$ cat src/rtl/sensor_pkg.sv
// Shared types for the sensor alarm controller.
//   alarm_state_t : alarm FSM state encoding
//   NUM_SENSORS   : width of the sensor vector and of the captured alarm code
package sensor_pkg;

  typedef enum logic [1:0] {
    IDLE       = 2'd0,
    QUALIFY    = 2'd1,
    REQUEST    = 2'd2,
    WAIT_CLEAR = 2'd3
  } alarm_state_t;

  localparam int NUM_SENSORS = 4;

endpackage

$ cat src/rtl/sensor_alarm_ctrl_if.sv
// Signal bundle between the sensor error detector / supervisor side and the
// alarm controller.
//   error, sensors   : raw, asynchronous to clk
//   ack, clr_cnt     : supervisor controls, synchronous to clk
//   alarm_req        : latched alarm request
//   alarm_code       : sensor snapshot taken when the error was confirmed
//   error_count      : saturating count of confirmed events
//   overflow         : sticky saturation flag
// master = supervisor / stimulus side, slave = sensor_alarm_ctrl.
interface sensor_alarm_ctrl_if #(
  parameter int CNT_WIDTH = 8
);
  import sensor_pkg::*;

  logic                   error;
  logic [NUM_SENSORS-1:0] sensors;
  logic                   ack;
  logic                   clr_cnt;
  logic                   alarm_req;
  logic [NUM_SENSORS-1:0] alarm_code;
  logic [CNT_WIDTH-1:0]   error_count;
  logic                   overflow;

  modport master (
    output error, sensors, ack, clr_cnt,
    input  alarm_req, alarm_code, error_count, overflow
  );

  modport slave (
    input  error, sensors, ack, clr_cnt,
    output alarm_req, alarm_code, error_count, overflow
  );

endinterface

$ cat src/rtl/sensor_sync.sv
// Two-flop synchroniser for a bundle of asynchronous inputs.
//   clk   : destination clock
//   n_rst : asynchronous active-low reset, both stages cleared to 0
//   d     : asynchronous input bundle
//   q     : synchronised output (second stage)
// Bits are synchronised independently; the bundle is not guaranteed to be
// captured coherently on the same edge.
module sensor_sync #(
  parameter int WIDTH = 5
) (
  input  logic             clk,
  input  logic             n_rst,
  input  logic [WIDTH-1:0] d,
  output logic [WIDTH-1:0] q
);

  logic [WIDTH-1:0] meta;

  always_ff @(posedge clk or negedge n_rst) begin
    if (!n_rst) begin
      meta <= '0;
      q    <= '0;
    end else begin
      meta <= d;
      q    <= meta;
    end
  end

endmodule

$ cat src/rtl/sensor_alarm_ctrl.sv
// Consumer side of the sensor error flag: synchronises error/sensors,
// debounces the error, raises an alarm request held until acknowledged,
// captures the active sensors and keeps a saturating event count.
//   clk   : system clock
//   n_rst : asynchronous active-low reset
//   bus   : sensor_alarm_ctrl_if slave (error, sensors, ack, clr_cnt in;
//           alarm_req, alarm_code, error_count, overflow out)
//
// state      | meaning
// -----------+-----------------------------------------------------------
// IDLE       | no error seen; waiting for synchronised error
// QUALIFY    | error high, counting consecutive high cycles
// REQUEST    | error confirmed; alarm_req high until ack
// WAIT_CLEAR | acknowledged; waiting for error to drop before re-arming
module sensor_alarm_ctrl
  import sensor_pkg::*;
#(
  parameter int DEBOUNCE_CYCLES = 4,
  parameter int CNT_WIDTH       = 8
) (
  input  logic                clk,
  input  logic                n_rst,
  sensor_alarm_ctrl_if.slave  bus
);

  localparam int                   DEB_W    = $clog2(DEBOUNCE_CYCLES + 1);
  localparam logic [DEB_W-1:0]     DEB_LAST = DEB_W'(DEBOUNCE_CYCLES - 1);
  localparam logic [CNT_WIDTH-1:0] CNT_MAX  = '1;

  logic [NUM_SENSORS:0]   sync_q;
  logic                   err_s;
  logic [NUM_SENSORS-1:0] sens_s;

  alarm_state_t           state, state_nxt;
  logic [DEB_W-1:0]       deb_cnt, deb_nxt;
  logic                   confirm;

  logic                   alarm_req_q;
  logic [NUM_SENSORS-1:0] alarm_code_q;
  logic [CNT_WIDTH-1:0]   error_count_q;
  logic                   overflow_q;

  sensor_sync #(.WIDTH(NUM_SENSORS + 1)) u_sync (
    .clk   (clk),
    .n_rst (n_rst),
    .d     ({bus.error, bus.sensors}),
    .q     (sync_q)
  );

  assign err_s  = sync_q[NUM_SENSORS];
  assign sens_s = sync_q[NUM_SENSORS-1:0];

  always_comb begin
    state_nxt = state;
    deb_nxt   = deb_cnt;
    confirm   = 1'b0;
    unique case (state)
      IDLE: begin
        if (err_s) begin
          state_nxt = QUALIFY;
          deb_nxt   = DEB_W'(1);
        end else begin
          deb_nxt   = '0;
        end
      end
      QUALIFY: begin
        if (!err_s) begin
          state_nxt = IDLE;
          deb_nxt   = '0;
        end else if (deb_cnt == DEB_LAST) begin
          state_nxt = REQUEST;
          deb_nxt   = '0;
          confirm   = 1'b1;
        end else begin
          deb_nxt   = deb_cnt + DEB_W'(1);
        end
      end
      REQUEST: begin
        if (bus.ack) state_nxt = WAIT_CLEAR;
      end
      WAIT_CLEAR: begin
        // a persistent error must drop before the block re-arms
        if (!err_s) state_nxt = IDLE;
      end
      default: begin
        state_nxt = IDLE;
        deb_nxt   = '0;
      end
    endcase
  end

  always_ff @(posedge clk or negedge n_rst) begin
    if (!n_rst) begin
      state       <= IDLE;
      deb_cnt     <= '0;
      alarm_req_q <= 1'b0;
    end else begin
      state       <= state_nxt;
      deb_cnt     <= deb_nxt;
      // registered from next state so alarm_req is high exactly in REQUEST
      alarm_req_q <= (state_nxt == REQUEST);
    end
  end

  always_ff @(posedge clk or negedge n_rst) begin
    if (!n_rst) begin
      alarm_code_q <= '0;
    end else if (confirm) begin
      alarm_code_q <= sens_s;
    end
  end

  // clear wins over saturation; an event on the clearing edge still counts once
  always_ff @(posedge clk or negedge n_rst) begin
    if (!n_rst) begin
      error_count_q <= '0;
      overflow_q    <= 1'b0;
    end else if (bus.clr_cnt) begin
      error_count_q <= confirm ? CNT_WIDTH'(1) : '0;
      overflow_q    <= 1'b0;
    end else if (confirm) begin
      if (error_count_q == CNT_MAX) begin
        overflow_q    <= 1'b1;
      end else begin
        error_count_q <= error_count_q + CNT_WIDTH'(1);
      end
    end
  end

  assign bus.alarm_req   = alarm_req_q;
  assign bus.alarm_code  = alarm_code_q;
  assign bus.error_count = error_count_q;
  assign bus.overflow    = overflow_q;

endmodule

$ cat src/flat_wrapper.sv
// flat-port wrapper written by rule: the top's interface ports become plain ports
module sensor_alarm_ctrl_flat import sensor_pkg::*;
#(
  parameter int DEBOUNCE_CYCLES = 4,
  parameter int CNT_WIDTH       = 8
)
  (clk, n_rst, bus_error, bus_sensors, bus_ack, bus_clr_cnt, bus_alarm_req, bus_alarm_code, bus_error_count, bus_overflow);
  sensor_alarm_ctrl_if #(.CNT_WIDTH(CNT_WIDTH)) bus_i ();
  input  logic clk;
  input  logic n_rst;
  input wire logic [$bits(bus_i.error)-1:0] bus_error;
  input wire logic [$bits(bus_i.sensors)-1:0] bus_sensors;
  input wire logic [$bits(bus_i.ack)-1:0] bus_ack;
  input wire logic [$bits(bus_i.clr_cnt)-1:0] bus_clr_cnt;
  output wire logic [$bits(bus_i.alarm_req)-1:0] bus_alarm_req;
  output wire logic [$bits(bus_i.alarm_code)-1:0] bus_alarm_code;
  output wire logic [$bits(bus_i.error_count)-1:0] bus_error_count;
  output wire logic [$bits(bus_i.overflow)-1:0] bus_overflow;
  assign bus_i.error = bus_error;
  assign bus_i.sensors = bus_sensors;
  assign bus_i.ack = bus_ack;
  assign bus_i.clr_cnt = bus_clr_cnt;
  assign bus_alarm_req = bus_i.alarm_req;
  assign bus_alarm_code = bus_i.alarm_code;
  assign bus_error_count = bus_i.error_count;
  assign bus_overflow = bus_i.overflow;
  sensor_alarm_ctrl #(.DEBOUNCE_CYCLES(DEBOUNCE_CYCLES), .CNT_WIDTH(CNT_WIDTH)) u_core (.clk(clk), .n_rst(n_rst), .bus(bus_i));
endmodule
$ cat config.mk
export PLATFORM = sky130hd
export DESIGN_NAME = sensor_alarm_ctrl_flat
export DESIGN_NICKNAME = d
export VERILOG_FILES = /design/src/rtl/sensor_pkg.sv /design/src/rtl/sensor_alarm_ctrl_if.sv /design/src/rtl/sensor_sync.sv /design/src/rtl/sensor_alarm_ctrl.sv /design/src/flat_wrapper.sv
export SDC_FILE = /design/constraint.sdc
export NUM_CORES = 1
export LEC_CHECK = 0
export ABC_AREA = 1
export CAP_MARGIN = 25
export CORE_ASPECT_RATIO = 2
export CORE_UTILIZATION = 45
export CTS_BUF_LIST = sky130_fd_sc_hd__clkbuf_4
export DETAILED_ROUTE_END_ITERATION = 10
export GPL_ROUTABILITY_DRIVEN = 0
export HOLD_SLACK_MARGIN = 0.06
export PLACE_DENSITY = 0.73
export SKIP_LAST_GASP = 1
export SYNTH_ARGS = -nofsm -noshare
export SYNTH_HDL_FRONTEND = slang
export SYNTH_HIERARCHICAL = 1
export SYNTH_SLANG_ARGS = --single-unit
export TNS_END_PERCENT = 30
$ cat constraint.sdc
create_clock -name clk -period 2 [get_ports clk]
set_clock_uncertainty 0.05 [all_clocks]
set_input_delay 0.5 -clock clk [delete_from_list [all_inputs] [get_ports clk]]
set_output_delay 0.5 -clock clk [all_outputs]
set_load 0.01 [all_outputs]
; Word-level counts from Yosys, hierarchy flattened
; Cells that the tools add are included.
[word_totals]
regBits = 29
latch_bits = 0
ramBits = 0
rom_bits = 0
input_bits = 9
wordCells = 43
memories = 0
[classes]
addsub = 2
n_mul = 0
div = 0
order_cmp = 0
n_eq_ne = 7
n_shift = 0
mux = 20
bitwise_logic = 0
reduce_logical = 6
[ops]
columns = op, count
row1 = $mux 8, 3
row2 = $mux 2, 5
row3 = $add 8x1->8 const B, 1
row4 = $eq 8x8->1 const B, 1
row5 = $mux 1, 8
row6 = $pmux 2 s4, 1
row7 = $eq 2x2->1 const B, 3
row8 = $mux 3, 2
row9 = $pmux 3 s2, 1
row10 = $reduce_bool 2->1, 3
row11 = $reduce_and 2->1, 2
row12 = $add 3x1->3 const B, 1
row13 = $eq 3x2->1 const B, 1
row14 = $eq 2x1->1 const B, 1
row15 = $logic_not 2->1, 1
row16 = $ne 2x2->1 const B, 1

; Longest topological paths before layout
; Gate-level depths: netlist (run 1).
[depth]
ltp_word = 6
depth_mapped = 8
ltp_nobuf = 8

; By module
; The synthesis (run 1) kept the hierarchy.
[by_module_without_submodules]
columns = module, instances, cells_each, area_each_um2
row1 = sensor_alarm_ctrl, 1, 125, 1018.5
row2 = sensor_sync, 1, 10, 250.2

; Worst setup path after synthesis (run 1)
; OpenSTA, ideal clock, no wires.
[synth_timing]
path_kind = reg-to-reg
startpoint = reg u_core.error_count_q[0] (netlist: u_core/bus.error_count[0])
endpoint = reg u_core.error_count_q[2] (netlist: u_core/bus.error_count[2])
setup_ps = 122
arrival_ps = 1189
required_time_ps = 1828
setup_slack_ps = 639
stages_incl_launch_ff = 9
path_buffers = 1
period_less_slack_ps = 1361
path_cell_list = dfrtp_1 ha_1 nand2_2 nor2_2 nand3_1 nand2_2 buf_6 nand2_1 o21ai_2
[synth_between]
elab_chain_cells = 4
elab_cells_between_ends = 7
cone_classes = add/sub: 1 / eq/ne: 2 / mux: 3 / reduce/logical: 1
[synth_rtl]
columns = item, line
row1 = from (decl), sensor_alarm_ctrl.sv:40  ; logic [CNT_WIDTH-1:0] error_count_q;
row2 = from (signal assigned), sensor_alarm_ctrl.sv:119  ; error_count_q <= confirm ? CNT_WIDTH'(1) : '0;
row3 = from (signal assigned), sensor_alarm_ctrl.sv:125  ; error_count_q <= error_count_q + CNT_WIDTH'(1);
row4 = $add 8x1->8, sensor_alarm_ctrl.sv:125
row5 = $mux 8, sensor_alarm_ctrl.sv:122  ; if (error_count_q == CNT_MAX) begin
row6 = $mux 8, sensor_alarm_ctrl.sv:121  ; end else if (confirm) begin
row7 = $mux 8, sensor_alarm_ctrl.sv:118  ; end else if (bus.clr_cnt) begin
; Several ways; a longest one is shown, not always the timed one. The select of a mux whose other input is x is not followed.
; A chain may end at the register's enable or synchronous reset.

; Worst setup path in the final report (run 1)
[layout_timing]
startpoint = reg u_core.error_count_q[2] (netlist: u_core/bus.error_count[2])
endpoint = out bus_error_count[2]
[layout_rtl]
columns = item, line
row1 = to (decl), flat_wrapper.sv:17  ; output wire logic [$bits(bus_i.error_count)-1:0] bus_error_count;
; No word-level cell between the ends.

==> key figures, run 1 <==
Placement
  – Detailed placement HPWL: about 1900 um
  – Pre-CTS setup slack: 0.1847 ns
  – PortBufs: 22
  – Area post-placement: approximately 0.0015 sq mm

Global routing
  – Largest net degree at the start of global routing: 30
  – Initial antenna violation count: 0
  – First-pass GRT wire length: 4347 um
  – Grt ovf: 0
  – Vias in the first global route: 1053
  – Tot GR Track Use: 0.2052

Clock network
  – Num CTS Buffers: 5
  – CTS tree: done
  – Root buffer cell: clkbuf_4
  – Clock latency on the worst-skew pair: 0.32 ns
  – Post-cts resize count: 0
  – Max Buffers Root-to-Sink: 2
  – Setup bufs post-CTS: 0
  – H-tree depth: 2
  – CTS Sinks: 29
  – CTS clk-pin slew, worst paths: 0.09 ns
  – Post-CTS Hold Buffers: 0

Detailed routing
  – Via total after detailed routing: 998
  – Post-route DRC: 0
  – Routed Antenna Nets: 0
  – Avg WL per Cell: ~13 um
  – DR iter-0 viols: 21
  – Pre-Repair DR Iteration Count: 4
  – Final wirelength: about 2400 um
  – Drt via density: between 5 and 6

Finish
  – Sequential Area: 725.7 sq um
  – Multi-input gate area: 479.2 sq um
  – Filler instances: 227
  – Layout cells sized above 1: 0.1446
  – Nets: 176
  – P&R area growth vs syn: 26.63%
  – Final Cell Area: 0.001607 sq mm
  – # diodes: 0

Floorplanning
  – Die footprint: 0.003049 sq mm
  – Die width: 39.55 um
  – Die height: 77.09 um
  – Row Count: 26
  – Starting Density: 0.4875
  – I/O pins: 23
  – Core Box Area: approximately 0.0026 sq mm

Power and ir drop
  – Pwr Density: just under 900 mW/mm^2
  – Reg power frac: 0.496
  – LEAKAGE: around 0.73 nW
  – Sw Ratio: 0.2664
  – Total power: 1.426 mW
  – Switching power: between 0.3 and 0.4 mW
  – Int Power: 1.046 mW
  – Power share of the combinational group: 0.178
  – Max rail drop VDD: 0.8104 mV
  – Clock power frac: 0.326

Timing
  – Fmax: 519.0 MHz
  – TNS Setup: 0 ns
  – Worst-Margin Slew: 0.3585 ns
  – Final Hold Viols: 0
  – Period minus WS final: just under 2 ns
  – Final Max Slew Viols: 0
  – Fin crit share: 0.9634
  – Worst Setup Slack, final: 0.07311 ns
  – Slew margin rel.: 0.7610
  – RSZ-0062 raised after global routing: no
  – Finish-stage setup viols: 0

Setup path
  – Worst setup path start: u_core/bus.error_count[2]$_DFFE_PN0P_
  – CP cell instances: clkdlybuf4s50_1
  – Worst Reg-to-Reg Cells: 7
  – CP max stage delay: 0.58 ns
  – Buf+Inv Stages, Crit Path: 1
  – R2R Setup Slk: 0.49 ns
  – Critical path depth: 1
  – Worst reg2reg path endpoint: u_core/bus.error_count[6]$_DFFE_PN0P_
  – Crit end category: output port
  – Worst-path maximum fanout: 6
  – CP delay by family, top: buffers and inverters
  – Setup crit start kind: flip-flop
  – CP Class: flip-flop to output port
  – Slowest library cell on the worst path: clkdlybuf4s50_1
  – Worst flop-to-flop path startpoint: u_core/deb_cnt[0]$_DFFE_PN0P_
  – Arr. time, crit path: 1.38 ns
  – Worst setup endpoint: bus_error_count[2]
  – Worst path required time: 1.45 ns

Yosys
  – Avg Cell Area, Syn: 9.398 sq um
  – Sequential area share after synthesis: 0.5720
  – Cells after Synth: 135
  – Syn_nets: between 100 and 150
  – Count of state elements after synthesis: 29
  – Post-Syn Area: 0.001269 sq mm
  – Synth unique cells: 22
  – Yosys warning count: 6

Min path
  – Worst Hold Class: flip-flop to flip-flop
  – Worst Hold Launch: u_core/u_sync/meta[2]$_DFF_PN0_

Status
  – Status: finished clean

Run
  – Max Cap Violations: 0
[per-layer routing]
layer / wire length (um) / vias to the layer above / global-route usage
li1: - / 490 / -
met1: 894 / 472 / 0.2106
met2: 1362 / 29 / 0.3443
met3: 106 / 7 / 0.06647
met4: 68 / 0 / 0.1000
met5: 0 / - / 0
[cells in the mapped netlist]
library cell	n	share of area
o22ai_1	1	0.0049
o21ai_2	7	0.048
nand3_1	7	0.028
nand4_1	1	0.0049
nand3_4	2	0.028
inv_2	1	0.0030
nor2_4	1	0.0089
a21oi_1	2	0.0079
buf_6	1	0.0089
inv_1	12	0.036
nand2_2	2	0.0099
ha_1	2	0.020
nor2_1	11	0.033
clkinv_1	1	0.0030
o21ai_0	8	0.032
dfrtp_1	29	0.57
o21bai_1	1	0.0059
xnor2_1	1	0.0069
nor2_2	2	0.0099
a21boi_0	1	0.0059
nand2_1	41	0.12
o21ai_1	1	0.0039
[sequential cells by signal, summed over array words and instances (netlist names)]
| signal | flops |
|---|---|
| u_core/bus.alarm_req | 1 |
| u_core/bus.overflow | 1 |
| u_core/u_sync/q | 5 |
| u_core/bus.error_count | 8 |
| u_core/u_sync/meta | 5 |
| u_core/deb_cnt | 3 |
| u_core/bus.alarm_code | 4 |
| u_core/state | 2 |
[metrics by stage]
| stage | util | std cells | hold slack, ns |
|---|---|---|---|
| after floorplan | - | 135 | 0.1544 |
| final | 0.6173 | 194 | 0.3096 |
| after detailed placement | 0.5870 | 186 | 0.2949 |
| after global placement | 0.5870 | 186 | 0.2824 |
| after global routing | 0.6173 | 194 | 0.3117 |
| after CTS | 0.6173 | 194 | 0.3099 |
[power groups by stage]
stage / Combinational [mW] / Sequential (mW) / Clock (mW)
floorplan: 0.121 / 0.724 / 0
global placement: 0.248 / 0.715 / 0
detailed placement: 0.259 / 0.720 / 0
CTS: 0.259 / 0.709 / 0.478
global route: 0.288 / 0.719 / 0.507
finish: 0.254 / 0.708 / 0.464
[cell type report]
cell class	count	share of cell area
inverter	14	0.03271
clock inverter	2	0.02103
clock buffer	6	0.02804
sequential	29	0.4517
multi-input combinational	91	0.2983
tap	28	0.02181
timing repair buffer	24	0.1464
[logic make-up (layout without fill, tap and decap cells)]
logic type | Yosys count | in the layout | synth area share
AO/OA/AOI/OAI | 21 | 21 | 0.1085
XOR/XNOR | 1 | 1 | 0.006905
adder cells (fa/ha/maj) | 2 | 2 | 0.01972
buffers and inverters | 15 | 46 | 0.05029
flip-flops | 29 | 29 | 0.5720
AND/OR/NAND/NOR | 67 | 67 | 0.2426
[worst min path at each step]
| stage | endpoint | cells past startpoint |
|---|---|---|
| after floorplan | u_core/bus.alarm_code[0]$_DFFE_PN0P_ | 0 |
| after global placement | u_core/u_sync/q[2]$_DFF_PN0_ | 0 |
| after detailed placement | u_core/u_sync/q[2]$_DFF_PN0_ | 0 |
| after CTS | u_core/u_sync/q[2]$_DFF_PN0_ | 0 |
| after global routing | u_core/u_sync/q[2]$_DFF_PN0_ | 0 |
| final | u_core/u_sync/q[2]$_DFF_PN0_ | 0 |
[cells in the final DEF (no fill, tap or decap), types with 6 or more instances in the layout]
| master | synthesis | layout |
|---|---|---|
| nor2_1 | 11 | 11 |
| o21ai_2 | 7 | 7 |
| clkdlybuf4s50_1 | 0 | 22 |
| inv_1 | 12 | 12 |
| clkbuf_4 | 0 | 6 |
| nand3_1 | 7 | 7 |
| dfrtp_1 | 29 | 29 |
| nand2_1 | 41 | 41 |
| o21ai_0 | 8 | 8 |
No activity file was read; power rests on OpenSTA's default activity.
==> run 2, diff against run 1 <==
- PLACE_DENSITY: 0.73 -> 0.68
- RECOVER_POWER: not set -> 50
==> run 2 against run 1 <==
Effect of this change:
- cell count down 1.0%
- register-to-register slack gained 0.02 ns
- highest routed layer unchanged
- critical path depth did not move
- critical path type unchanged
- combinational power decreased by 2%
- first-iteration DRC count up 14%
- critical endpoint unchanged
- total power is 12% lower
==> key figures, run 2 (same netlist as run 1, synthesis figures left out) <==
Timing
  – Slew margin rel.: 0.5419 (-0.2191)
  – Fmax: 531.0 MHz (+2.3%)
  – RSZ-0062 raised after global routing: no
  – Worst Setup Slack, final: 0.1167 ns (+0.04360 ns)
  – Final Max Slew Viols: 0 (unchanged)
  – Worst-Margin Slew: 0.6871 ns (+0.3286 ns)
  – Period minus WS final: 1.883 ns (-0.04360 ns)
  – Finish-stage setup viols: 0 (unchanged)
  – Final Hold Viols: 0 (unchanged)
  – TNS Setup: 0 ns (unchanged)
  – Fin crit share: 0.9416 (-0.02180)

Setup path
  – R2R Setup Slk: 0.51 ns (+0.02 ns)
  – CP cell instances: clkdlybuf4s50_1
  – Worst setup path start: u_core/bus.error_count[2]$_DFFE_PN0P_
  – CP delay by family, top: buffers and inverters
  – Slowest library cell on the worst path: clkdlybuf4s50_1
  – Buf+Inv Stages, Crit Path: 1 (unchanged)
  – Worst setup endpoint: bus_error_count[2]
  – Setup crit start kind: flip-flop
  – Worst Reg-to-Reg Cells: 7 (unchanged)
  – CP Class: flip-flop to output port
  – Crit end category: output port
  – Worst flop-to-flop path startpoint: u_core/deb_cnt[0]$_DFFE_PN0P_
  – Arr. time, crit path: 1.33 ns (-0.05 ns)
  – Worst-path maximum fanout: 6 (unchanged)
  – Critical path depth: 1 (unchanged)
  – Worst path required time: 1.45 ns (about the same)
  – CP max stage delay: 0.58 ns (about the same)
  – Worst reg2reg path endpoint: u_core/bus.error_count[6]$_DFFE_PN0P_

Global routing
  – Largest net degree at the start of global routing: 30 (unchanged)
  – Vias in the first global route: 980 (-6.9%)
  – First-pass GRT wire length: 3843 um (-12%)
  – Initial antenna violation count: 0 (unchanged)
  – Tot GR Track Use: 0.1845 (-0.02072)
  – Grt ovf: 0 (unchanged)

Clock network
  – CTS tree: done
  – Post-CTS Hold Buffers: 0 (unchanged)
  – CTS clk-pin slew, worst paths: 0.09 ns (about the same)
  – Root buffer cell: clkbuf_4
  – Max Buffers Root-to-Sink: 2 (unchanged)
  – CTS Sinks: 29 (unchanged)
  – Setup bufs post-CTS: 0 (unchanged)
  – Clock latency on the worst-skew pair: 0.32 ns (about the same)
  – Post-cts resize count: 0 (unchanged)
  – H-tree depth: 2 (unchanged)
  – Num CTS Buffers: 5 (unchanged)

Placement
  – Pre-CTS setup slack: 0.1730 ns (-0.01165 ns)
  – PortBufs: 22 (unchanged)
  – Detailed placement HPWL: 1780 um (-4.4%)

Detailed routing
  – Drt via density: 5.271 (+2.5%)
  – DR iter-0 viols: 24 (+14%)
  – Via total after detailed routing: 1012 (+1.4%)
  – Metal2 WL: 1319 um (-3.2%)
  – Pre-Repair DR Iteration Count: 4 (unchanged)
  – Met1 WL: 851 um (-4.8%)
  – Final wirelength: 2314 um (-4.9%)
  – Avg WL per Cell: 12.05 um (-3.9%)
  – Post-route DRC: 0 (unchanged)
  – Routed Antenna Nets: 0 (unchanged)
  – DR top layer: met4
  – Routed wire length on met3: 88 um (-17%)

Status
  – Status: finished clean

Floorplanning
  – Die width: 39.55 um (unchanged)
  – I/O pins: 23 (unchanged)
  – Die footprint: 0.003049 sq mm (unchanged)
  – Die height: 77.09 um (unchanged)
  – Row Count: 26 (unchanged)
  – Core Box Area: 0.002603 sq mm (unchanged)
  – Starting Density: 0.4875 (unchanged)

Finish
  – Layout cells sized above 1: 0.1402 (-0.004334)
  – Most frequent cells in the layout: nand2_1, dfrtp_1, clkdlybuf4s50_1
  – P&R area growth vs syn: 23.57%
  – # diodes: 0 (unchanged)
  – Nets: 176 (unchanged)
  – Commonest non-fill, non-tap cell in the layout: nand2_1
  – Largest register FFs: 8 (unchanged)

Power and ir drop
  – Switching power: 0.3602 mW (-5.2%)
  – LEAKAGE: 0.7113 nW (-2.1%)
  – Reg power frac: 0.565 (+0.069)
  – Int Power: 0.8913 mW (-15%)
  – Clock power frac: 0.236 (-0.090)
  – Pwr Density: 798.3 mW/mm^2 (-10%)
  – Max rail drop VDD: 0.6439 mV (-21%)
  – Sw Ratio: 0.2878 (+0.02145)
  – Power share of the combinational group: 0.199 (+0.021)

Run
  – Max Cap Violations: 0 (unchanged)

Min path
  – Worst Hold Class: flip-flop to flip-flop
## run 2: cell types whose count changed in the layout (fill, tap and decap cells not counted)
cell             change
clkdlybuf4s50_1      -6
dlygate4sd3_1        +6
buf_4                -1
bufinv_16            -1
clkbuf_2             +1
clkbuf_4             -1
clkinv_1             -1
clkinv_2             +1
## run 2: power groups by stage
stage          Sequential (mW)  Combinational, mW  Clock (mW)
3_3_place_gp             0.716              0.250           0
5_1_grt                  0.714              0.281       0.339
4_1_cts                  0.707              0.256       0.313
2_1_floorplan            0.724              0.121           0
3_5_place_dp             0.717              0.256           0
6_report                 0.707              0.250       0.295
## run 2: cell type report
| type | count | area [sq um] |
|---|---|---|
| fill | 238 | 1035 |
| sequential | 29 | 725.7 |
| multi-input combinational | 91 | 479.2 |
| timing repair buffer | 24 | 232.7 |
| inverter | 14 | 52.55 |
| clock buffer | 5 | 37.54 |
| tap | 28 | 35.03 |
| clock inverter | 1 | 5.005 |
## run 2: metrics by stage
| stage | hold WS, ns | instance area [sq um] | instances | utilization | power, mW |
|---|---|---|---|---|---|
| 2_1_floorplan | 0.1544 | 1269 | 135 | - | 0.8451 |
| 3_3_place_gp | 0.2844 | 1528 | 186 | 0.5870 | 0.9655 |
| 3_5_place_dp | 0.2897 | 1528 | 186 | 0.5870 | 0.9735 |
| 4_1_cts | 0.3080 | 1570 | 192 | 0.6034 | 1.276 |
| 5_1_grt | 0.3095 | 1568 | 192 | 0.6024 | 1.334 |
| 6_report | 0.2975 | 1568 | 192 | 0.6024 | 1.252 |
## run 2: how the worst min path moves through the flow
stage                                         start                                    to  slack [ns]  depth (start not counted)
global route        u_core/u_sync/meta[0]$_DFF_PN0_          u_core/u_sync/q[0]$_DFF_PN0_        0.31                          0
finish              u_core/u_sync/meta[0]$_DFF_PN0_          u_core/u_sync/q[0]$_DFF_PN0_        0.30                          0
global placement    u_core/u_sync/meta[3]$_DFF_PN0_          u_core/u_sync/q[3]$_DFF_PN0_        0.28                          0
floorplan                                     n_rst  u_core/bus.alarm_code[0]$_DFFE_PN0P_        0.15                          0
CTS                 u_core/u_sync/meta[0]$_DFF_PN0_          u_core/u_sync/q[0]$_DFF_PN0_        0.31                          0
detailed placement  u_core/u_sync/meta[1]$_DFF_PN0_          u_core/u_sync/q[1]$_DFF_PN0_        0.29                          0
## run 2: worst register-to-register path: cells and delay by family, from the launching register on
kind | cells | cell delay, ns
AND/OR/NAND/NOR | 4 | 0.55
flip-flops | 1 | 0.39
adder cells (fa/ha/maj) | 1 | 0.21
AO/OA/AOI/OAI | 1 | 0.11
buffers and inverters | 1 | 0.06
## run 2: layer usage
| metal | vias to the layer above | global-route usage |
|---|---|---|
| li1 | 490 | - |
| met1 | 495 | 0.1667 |
| met2 | 22 | 0.3230 |
| met3 | 5 | 0.06069 |
| met4 | 0 | 0.1000 |
| met5 | - | 0 |
==> run 3, diff against run 2 <==
- CORE_UTILIZATION: 45 -> 30
- PLACE_DENSITY: 0.68 -> 0.49
==> run 3 against run 2 <==
Effect of this change:
- critical path depth stayed put
- combinational power hardly changed
- sequential power hardly changed
- final area is 2.8% higher
- sequential share of layout area is 1.2 points lower
- clock power is 17% higher
- fmax is 0.19% lower
- critical endpoint is now bus_error_count[0]
==> key figures, run 3 (same netlist as run 1, synthesis figures left out) <==
Clock network
  – CTS clk-pin slew, worst paths: 0.09 ns (about the same)
  – Max Buffers Root-to-Sink: 2 (unchanged)
  – Root buffer cell: clkbuf_4
  – H-tree depth: 2 (unchanged)
  – Num CTS Buffers: 5 (unchanged)
  – Clock latency on the worst-skew pair: 0.33 ns (about the same)
  – CTS tree: done
  – CTS Sinks: 29 (unchanged)
  – Post-CTS Hold Buffers: 0 (unchanged)

Floorplanning
  – Die footprint: 0.004509 sq mm (+48%)
  – Die height: 93.97 um (+22%)
  – Starting Density: 0.3104 (-0.1771)
  – Row Count: 33 (+27%)
  – Die width: 47.99 um (+21%)
  – I/O pins: 23 (unchanged)
  – Core Box Area: 0.004088 sq mm (+57%)

Finish
  – Filler instances: 406 (+71%)
  – P&R area growth vs syn: 27.02%
  – Largest register FFs: 8 (unchanged)
  – Nets: 176 (unchanged)
  – Commonest non-fill, non-tap cell in the layout: nand2_1
  – Layout cells sized above 1: 0.1566 (+0.01638)
  – Sequential Area: 726.9 sq um (+0.17%)
  – Final Cell Area: 0.001612 sq mm (+2.8%)
  – # diodes: 0 (unchanged)
  – Most frequent cells in the layout: nand2_1, dfrtp_1, clkdlybuf4s50_1
  – Multi-input gate area: 479.2 sq um (unchanged)

Timing
  – Finish-stage setup viols: 0 (unchanged)
  – RSZ-0062 raised after global routing: no
  – Period minus WS final: 1.887 ns (+0.003612 ns)
  – Worst-Margin Slew: 0.7078 ns (+0.02072 ns)
  – Slew margin rel.: 0.5281 (-0.01381)
  – Fin Hold WS: 0.3069 ns (+0.009350 ns)
  – Fmax: 530.0 MHz (-0.19%)
  – Final Hold Viols: 0 (unchanged)
  – TNS Setup: 0 ns (unchanged)
  – Fin crit share: 0.9434 (+0.001806)
  – Final Max Slew Viols: 0 (unchanged)

Global routing
  – Vias in the first global route: 1045 (+6.6%)
  – First-pass GRT wire length: 4478 um (+17%)
  – Largest net degree at the start of global routing: 30 (unchanged)
  – Initial antenna violation count: 0 (unchanged)
  – Grt ovf: 0 (unchanged)
  – Tot GR Track Use: 0.1461 (-0.03843)

Power and ir drop
  – Pwr Density: 808.2 mW/mm^2 (+1.2%)
  – Clock power frac: 0.264 (+0.028)
  – LEAKAGE: 0.7137 nW (+0.33%)
  – Power share of the combinational group: 0.194 (-0.005)
  – Switching power: 0.4003 mW (+11%)
  – Total power: 1.303 mW (+4.1%)
  – Int Power: 0.9022 mW (+1.2%)
  – Max rail drop VDD: 0.4898 mV (-24%)
  – Sw Ratio: 0.3074 (+0.01955)
  – Reg power frac: 0.542 (-0.023)

Setup path
  – CP cell instances: clkdlybuf4s50_1
  – Worst Reg-to-Reg Cells: 7 (unchanged)
  – Worst reg2reg path endpoint: u_core/bus.error_count[6]$_DFFE_PN0P_
  – Worst setup endpoint: bus_error_count[0]
  – Buf+Inv Stages, Crit Path: 1 (unchanged)
  – CP max stage delay: 0.57 ns (about the same)
  – Worst setup path start: u_core/bus.error_count[0]$_DFFE_PN0P_
  – CP delay by family, top: buffers and inverters
  – R2R Setup Slk: 0.48 ns (-0.03 ns)
  – Setup crit start kind: flip-flop
  – Worst-path maximum fanout: 5 (-1)
  – Critical path depth: 1 (unchanged)
  – Worst flop-to-flop path startpoint: u_core/deb_cnt[1]$_DFFE_PN0P_
  – Arr. time, crit path: 1.34 ns (about the same)
  – Worst path required time: 1.45 ns (about the same)
  – Crit end category: output port
  – CP Class: flip-flop to output port
  – Slowest library cell on the worst path: clkdlybuf4s50_1

Detailed routing
  – Pre-Repair DR Iteration Count: 5 (+1)
  – DR iter-0 viols: 11 (-54%)
  – Routed Antenna Nets: 0 (unchanged)
  – Via total after detailed routing: 984 (-2.8%)
  – Drt via density: 4.514 (-14%)
  – Post-route DRC: 0 (unchanged)
  – Avg WL per Cell: 11.83 um (-1.8%)
  – Final wirelength: 2580 um (+11%)

Placement
  – PortBufs: 22 (unchanged)
  – Area post-placement: 0.001558 sq mm (+2.0%)
  – Detailed placement HPWL: 1945 um (+9.3%)

Min path
  – Worst Hold Class: flip-flop to flip-flop

Status
  – Status: finished clean

Run
  – Max Cap Violations: 0 (unchanged)
-- run 3: cell count changes in the layout (fill, tap and decap cells not counted), sizes merged --
cell | before | now
clkinv | 2 | 3
clkinvlp | 0 | 1
-- run 3: stage by stage --
step / std cells / util / setup WS [ns]
6_report: 218 / 0.3942 / 0.1131
2_1_floorplan: 135 / - / 0.6390
3_5_place_dp: 210 / 0.3811 / 0.1564
5_1_grt: 218 / 0.3942 / 0.01475
4_1_cts: 218 / 0.3946 / 0.02364
3_3_place_gp: 210 / 0.3811 / 0.2057
-- run 3: worst min path at each step --
stage | startpoint | endpoint | cells after the start
6_report | u_core/u_sync/meta[2]$_DFF_PN0_ | u_core/u_sync/q[2]$_DFF_PN0_ | 0
2_1_floorplan | n_rst | u_core/bus.alarm_code[0]$_DFFE_PN0P_ | 0
3_3_place_gp | u_core/u_sync/meta[3]$_DFF_PN0_ | u_core/u_sync/q[3]$_DFF_PN0_ | 0
5_1_grt | u_core/u_sync/meta[2]$_DFF_PN0_ | u_core/u_sync/q[2]$_DFF_PN0_ | 0
4_1_cts | u_core/u_sync/meta[2]$_DFF_PN0_ | u_core/u_sync/q[2]$_DFF_PN0_ | 0
3_5_place_dp | u_core/u_sync/meta[2]$_DFF_PN0_ | u_core/u_sync/q[2]$_DFF_PN0_ | 0
-- run 3: layout make-up --
cell class / instances / area share
Tap cell: 52 / 0.04037
Inverter: 14 / 0.03261
Clock inverter: 3 / 0.01087
Timing Repair Buffer: 24 / 0.1444
Clock buffer: 5 / 0.02329
Multi-Input combinational cell: 91 / 0.2974
Sequential cell: 29 / 0.4511
-- run 3: power by group through the flow --
stage | clock network [mW] | logic [mW] | registers (mW)
final | 0.344 | 0.253 | 0.706
after global routing | 0.398 | 0.292 | 0.713
after CTS | 0.368 | 0.263 | 0.706
after detailed placement | 0 | 0.262 | 0.717
after global placement | 0 | 0.253 | 0.717
after floorplan | 0 | 0.121 | 0.724
-- run 3: layer usage --
metal	vias to the layer above	wire (um)	share of wire	GRT usage
li1	491	-	-	-
met1	462	981	0.38	0.1414
met2	23	1418	0.55	0.2466
met3	8	96	0.037	0.04423
met4	0	83	0.032	0.09259
met5	-	0	0	0
-- run 3: repair_timing --
| action | 4_1_cts | 5_1_grt |
|---|---|---|
| setup buffers | 0 | 0 |
| resized for setup | 0 | 1 |
| setup endpoints to repair | 0 | 1 |
